$ cat src/rtl/reverb_out_limiter.sv
// Output peak limiter behind the reverb: attack/hold/release Q1.15 gain plus a
// hard clamp at a runtime threshold, two-cycle latency per valid sample.
module reverb_out_limiter #(
   parameter int          ATTACK_SHIFT  = 2,
   parameter int          RELEASE_SHIFT = 8,
   parameter int          HOLD_SAMPLES  = 256,
   parameter logic [15:0] GAIN_MIN      = 16'h0400
) (
   input  logic        clk,
   input  logic        rst,
   input  logic        in_valid,
   input  logic [15:0] limiter_data_in,
   input  logic [14:0] threshold,
   input  logic        bypass,
   output logic        out_valid,
   output logic [15:0] limiter_data_out,
   output logic [15:0] gain_out,
   output logic        clip_flag,
   output logic [1:0]  fsm_state
);
   typedef enum logic [1:0] {IDLE = 2'd0, ATTACK = 2'd1, HOLD = 2'd2, RELEASE = 2'd3} state_t;

   localparam logic [15:0] UNITY = 16'h7FFF;
   localparam int HW = (HOLD_SAMPLES > 1) ? $clog2(HOLD_SAMPLES) : 1;
   localparam logic [HW-1:0] HOLD_LOAD = HW'(HOLD_SAMPLES - 1);

   state_t        state_q, state_d;
   logic [15:0]   g_q, g_d;
   logic [HW-1:0] hold_q, hold_d;
   logic [15:0]   x_q, gu_q;
   logic [14:0]   th_q;
   logic          bp_q, v1_q;
   logic          ov_q, clip_q, clip_d;
   logic [15:0]   out_q, out_d;

   // Stage 1: magnitude after gain (drives the envelope decision) and gain steps.
   logic [14:0] a_mag;
   logic [31:0] m_prod;
   logic [15:0] m_val, g_dec_raw, g_dec, g_step, g_inc;
   logic [16:0] g_sum;
   logic        over;

   always_comb begin
      if (limiter_data_in == 16'h8000)
         a_mag = 15'h7FFF;
      else if (limiter_data_in[15])
         a_mag = 15'(16'd0 - limiter_data_in);
      else
         a_mag = limiter_data_in[14:0];
      m_prod    = {17'd0, a_mag} * {16'd0, g_q};
      m_val     = (g_q == UNITY) ? {1'b0, a_mag} : 16'((m_prod + 32'h0000_4000) >> 15);
      over      = m_val > {1'b0, threshold};
      g_dec_raw = g_q - (g_q >> ATTACK_SHIFT);
      g_dec     = (g_dec_raw < GAIN_MIN) ? GAIN_MIN : g_dec_raw;
      g_step    = ((UNITY - g_q) >> RELEASE_SHIFT) + 16'd1;
      g_sum     = {1'b0, g_q} + {1'b0, g_step};
      g_inc     = (g_sum > {1'b0, UNITY}) ? UNITY : g_sum[15:0];
   end

   always_comb begin
      state_d = state_q;
      g_d     = g_q;
      hold_d  = hold_q;
      if (bypass) begin
         state_d = IDLE;
         g_d     = UNITY;
      end else if (in_valid) begin
         case (state_q)
            IDLE: begin
               g_d = UNITY;
               if (over) begin
                  g_d     = g_dec;
                  state_d = ATTACK;
               end
            end
            ATTACK: begin
               if (over) begin
                  g_d = g_dec;
               end else begin
                  state_d = HOLD;
                  hold_d  = HOLD_LOAD;
               end
            end
            HOLD: begin
               if (over) begin
                  g_d     = g_dec;
                  state_d = ATTACK;
               end else if (hold_q == '0) begin
                  state_d = RELEASE;
               end else begin
                  hold_d = hold_q - HW'(1);
               end
            end
            RELEASE: begin
               if (over) begin
                  g_d     = g_dec;
                  state_d = ATTACK;
               end else begin
                  g_d = g_inc;
                  if (g_inc == UNITY) state_d = IDLE;
               end
            end
            default: state_d = IDLE;
         endcase
      end
   end

   // Stage 2: scale by the gain that was in effect before this sample's update, then clamp.
   logic signed [31:0] y_prod;
   logic signed [17:0] y_val, th_pos, th_neg;

   always_comb begin
      y_prod = $signed(x_q) * $signed(gu_q);
      y_val  = (gu_q == UNITY) ? 18'($signed(x_q)) : 18'((y_prod + 32'sd16384) >>> 15);
      th_pos = $signed({3'b000, th_q});
      th_neg = -th_pos;
      out_d  = y_val[15:0];
      clip_d = 1'b0;
      if (bp_q) begin
         out_d = x_q;
      end else if (y_val > th_pos) begin
         out_d  = th_pos[15:0];
         clip_d = 1'b1;
      end else if (y_val < th_neg) begin
         out_d  = th_neg[15:0];
         clip_d = 1'b1;
      end
   end

   always_ff @(posedge clk or posedge rst) begin
      if (rst) begin
         state_q <= IDLE;
         g_q     <= UNITY;
         hold_q  <= '0;
         x_q     <= '0;
         gu_q    <= UNITY;
         th_q    <= '0;
         bp_q    <= 1'b0;
         v1_q    <= 1'b0;
         ov_q    <= 1'b0;
         out_q   <= '0;
         clip_q  <= 1'b0;
      end else begin
         state_q <= state_d;
         g_q     <= g_d;
         hold_q  <= hold_d;
         v1_q    <= in_valid;
         ov_q    <= v1_q;
         if (in_valid) begin
            x_q  <= limiter_data_in;
            gu_q <= g_q;
            th_q <= threshold;
            bp_q <= bypass;
         end
         if (v1_q) begin
            out_q  <= out_d;
            clip_q <= clip_d;
         end
      end
   end

   assign out_valid        = ov_q;
   assign limiter_data_out = out_q;
   assign clip_flag        = clip_q;
   assign gain_out         = g_q;
   assign fsm_state        = state_q;
endmodule

$ cat config.mk
export PLATFORM = sky130hd
export DESIGN_NAME = reverb_out_limiter
export DESIGN_NICKNAME = d
export VERILOG_FILES = /design/src/rtl/reverb_out_limiter.sv
export SDC_FILE = /design/constraint.sdc
export NUM_CORES = 2
export LEC_CHECK = 0
export BUFFER_PORTS_ARGS = -buffer_cell sky130_fd_sc_hd__buf_4
export CORE_MARGIN = 2
export CORE_UTILIZATION = 60
export CTS_CLUSTER_SIZE = 12
export DETAILED_ROUTE_END_ITERATION = 7
export GPL_TIMING_DRIVEN = 1
export PLACE_DENSITY = 0.77
export SYNTH_ARGS = -nofsm -noshare
export SYNTH_HDL_FRONTEND = slang
export SYNTH_SLANG_ARGS = --single-unit
$ cat constraint.sdc
create_clock -name clk -period 14 [get_ports clk]
set_clock_uncertainty 0.1 [all_clocks]
set_input_delay 3.5 -clock clk [delete_from_list [all_inputs] [get_ports clk]]
set_output_delay 3.5 -clock clk [all_outputs]
set_load 0.1 [all_outputs]
==> impl_metrics.ini <==
[final_layout]
layout_common_cells = inv_1, fa_1, nand2_1, ha_1, a21oi_1
fin_nets = 3627
area_growth_pct = 4.62
layout_commonest_cell = inv_1
drive_gt1_frac = 0.0836

[global_route]
grt_max_degree = 71
grt_pass1_wl_mm = 123
overflow = 0
track_usage = 0.361
grt_antenna_before_repair = 0
first_global_vias = 22300

[worst_setup_path]
critPathMostFrequentCell = fa_1
crit_slowest_cell = or3_4
end_kind = flop
worstPathArrival_ns = 13.48
cp_max_fo = 64
crit_family = adder cells
slowest_delay_ns = 0.63
critPathBufInv = 7
crit_type = in2reg
crit_required_ns = 14.15
cp.depth = 40
r2r_cells = 31
start_kind = input port

[floorplanning]
io_pins = 71
row_count = 75
die_y_um = 210
dieArea_um2 = 44200
dieWidth_um = 210
start_util = 0.608
core_um2 = 41900

[sta]
holdWs_ns = 0.420
finalSetupViolations = 0
relSlewSlack = 0.336
fmax_ghz = 0.0750
drv_slew = 0
min_period_ns = 13.33
rsz0062_at_grt = no
finalHoldViolCount = 0
fin_crit_sh = 0.952
tightest_slew_ns = 0.996

[flow_run]
maxCapViolCount = 0

[synthesis]
ys_seq_elements = 93
synthDistinctLibCells = 106
async_flop_share = 1.00
synth-seq-area-share = 0.0927
synth.avg_cell_area_um2 = 8.75
syn_area_um2 = 25500
yosysWarnings = 0
synth_edf_count = 0
synth_flop_cell = dfrtp_1
syn-num-nets = 3655
synthCells = 2917

[outcome]
status = finished clean

[clocking]
clk_pin_slew_ns = 0.07
hold_buffers = 0
clock_sinks = 93
cts_buffers = 9
cts_tree = built
root_buffer = clkbuf_16
clk_latency_ns = 0.39
cts_buffer_depth = 2
cts_htree_levels = 3

[detailed_routing]
vias = 21000
drt-wirelength-per-cell_um = 22.0
routed_wl_mm = 75.4
drt_pre_antenna_iters = 5
drc = 0
ant_nets = 0
drt_iter0_drc = 2030
vias_per_cell = 6.12

[min_path]
hold_depth = 1
hp-class = reg2reg

[placement]
gp_congestion = 0.945
port_buffers = 70
dp_hpwl_mm = 59.6
==> final timing paths <==
check | startpoint | slack [ns] | end
setup / recovery | limiter_data_in[0] | 0.67 | hold_q[2]
hold / removal | clip_flag | 0.42 | clip_flag
setup reg to reg | x_q[6] | 3.01 | limiter_data_out[2]
hold reg to reg | clip_flag | 0.42 | clip_flag
max in group asynchronous | rst | 9.56 | clip_flag
min in group asynchronous | rst | 3.00 | hold_q[5]
==> worst register-to-register path, delay by kind of cell, from the launching register on <==
kind	cells	cell delay, ns
AOI/OAI and AO/OA	11	3.60
xor gates and xnor gates	1	0.10
adders and majority gates	8	3.81
buffers and inverters	4	0.52
DFF	1	0.71
and+or+nand+nor	7	2.13
==> through the flow <==
| step | worst slack (ns) | instance area [um^2] | cells | utilization | setup TNS [ns] |
|---|---|---|---|---|---|
| finish | 0.669 | 26700 | 3434 | 0.636 | 0 |
| floorplan | 1.91 | 25500 | 2917 | - | 0 |
| global placement | 0.276 | 26300 | 3417 | 0.628 | 0 |
| CTS | 0.365 | 26700 | 3433 | 0.636 | 0 |
| detailed placement | -0.00412 | 26300 | 3417 | 0.628 | -0.00412 |
| global route | 0.0136 | 26700 | 3433 | 0.636 | 0 |
==> cell type report <==
class | count | area (um^2)
tap | 539 | 674
fill | 3567 | 15300
clock inverter | 3 | 26.3
antenna | 1 | 2.50
timing repair buffer | 103 | 786
clock buffer | 13 | 304
multi-input combinational | 2138 | 20500
sequential | 93 | 2360
inverter | 544 | 2040
==> registers in the layout, summed over array words and instances, names as in the netlist, 2 cells and up <==
register / cells
gain_out: 16
gu_q: 16
limiter_data_out: 16
x_q: 16
th_q: 15
hold_q: 8
fsm_state: 2
==> layer usage <==
metal  routed length, um  global-route usage
met5                   0                   0
met4                3700               0.162
met3                6840              0.0602
met2               34900               0.577
met1               30000               0.488
==> synthesized netlist by cell type (10+ instances only) <==
cell | count | area share
clkinv_1 | 10 | 0.0015
fa_1 | 444 | 0.35
a211oi_1 | 12 | 0.0035
inv_1 | 532 | 0.078
a21o_1 | 16 | 0.0047
nor2_1 | 75 | 0.011
a22oi_1 | 14 | 0.0041
o21ai_1 | 16 | 0.0031
dfrtp_1 | 63 | 0.062
a21oi_1 | 178 | 0.035
o22a_1 | 11 | 0.0038
xnor2_1 | 60 | 0.021
nand2b_1 | 30 | 0.0074
or3_1 | 12 | 0.0029
and2_1 | 119 | 0.029
o211ai_1 | 14 | 0.0041
nor3_1 | 34 | 0.0067
nand3_1 | 29 | 0.0057
dfstp_2 | 30 | 0.031
o31ai_1 | 13 | 0.0038
o21ai_0 | 96 | 0.019
ha_1 | 259 | 0.13
clkbuf_1 | 123 | 0.018
nand2_1 | 408 | 0.060
xor2_1 | 25 | 0.0086
mux2_2 | 35 | 0.015
o21a_1 | 18 | 0.0053
nand4_1 | 23 | 0.0056
nor2b_1 | 15 | 0.0037
and3_1 | 12 | 0.0029
==> logic make-up after synthesis <==
family,synth area share
XOR/XNOR,0.0292
flip-flops,0.0927
buffers and inverters,0.105
AND/OR/NAND/NOR,0.153
multiplexers,0.0192
adder cells (fa/ha/maj),0.475
AO/OA/AOI/OAI,0.126
==> what timing repair did <==
action | CTS | global route
setup endpoints to repair | 0 | 26
gates resized for setup | 0 | 3
buffers inserted | 0 | 0
Power is left out: the tool's default activity adds up to more than one toggle a clock period on the data nets, which glitch-free logic cannot reach.
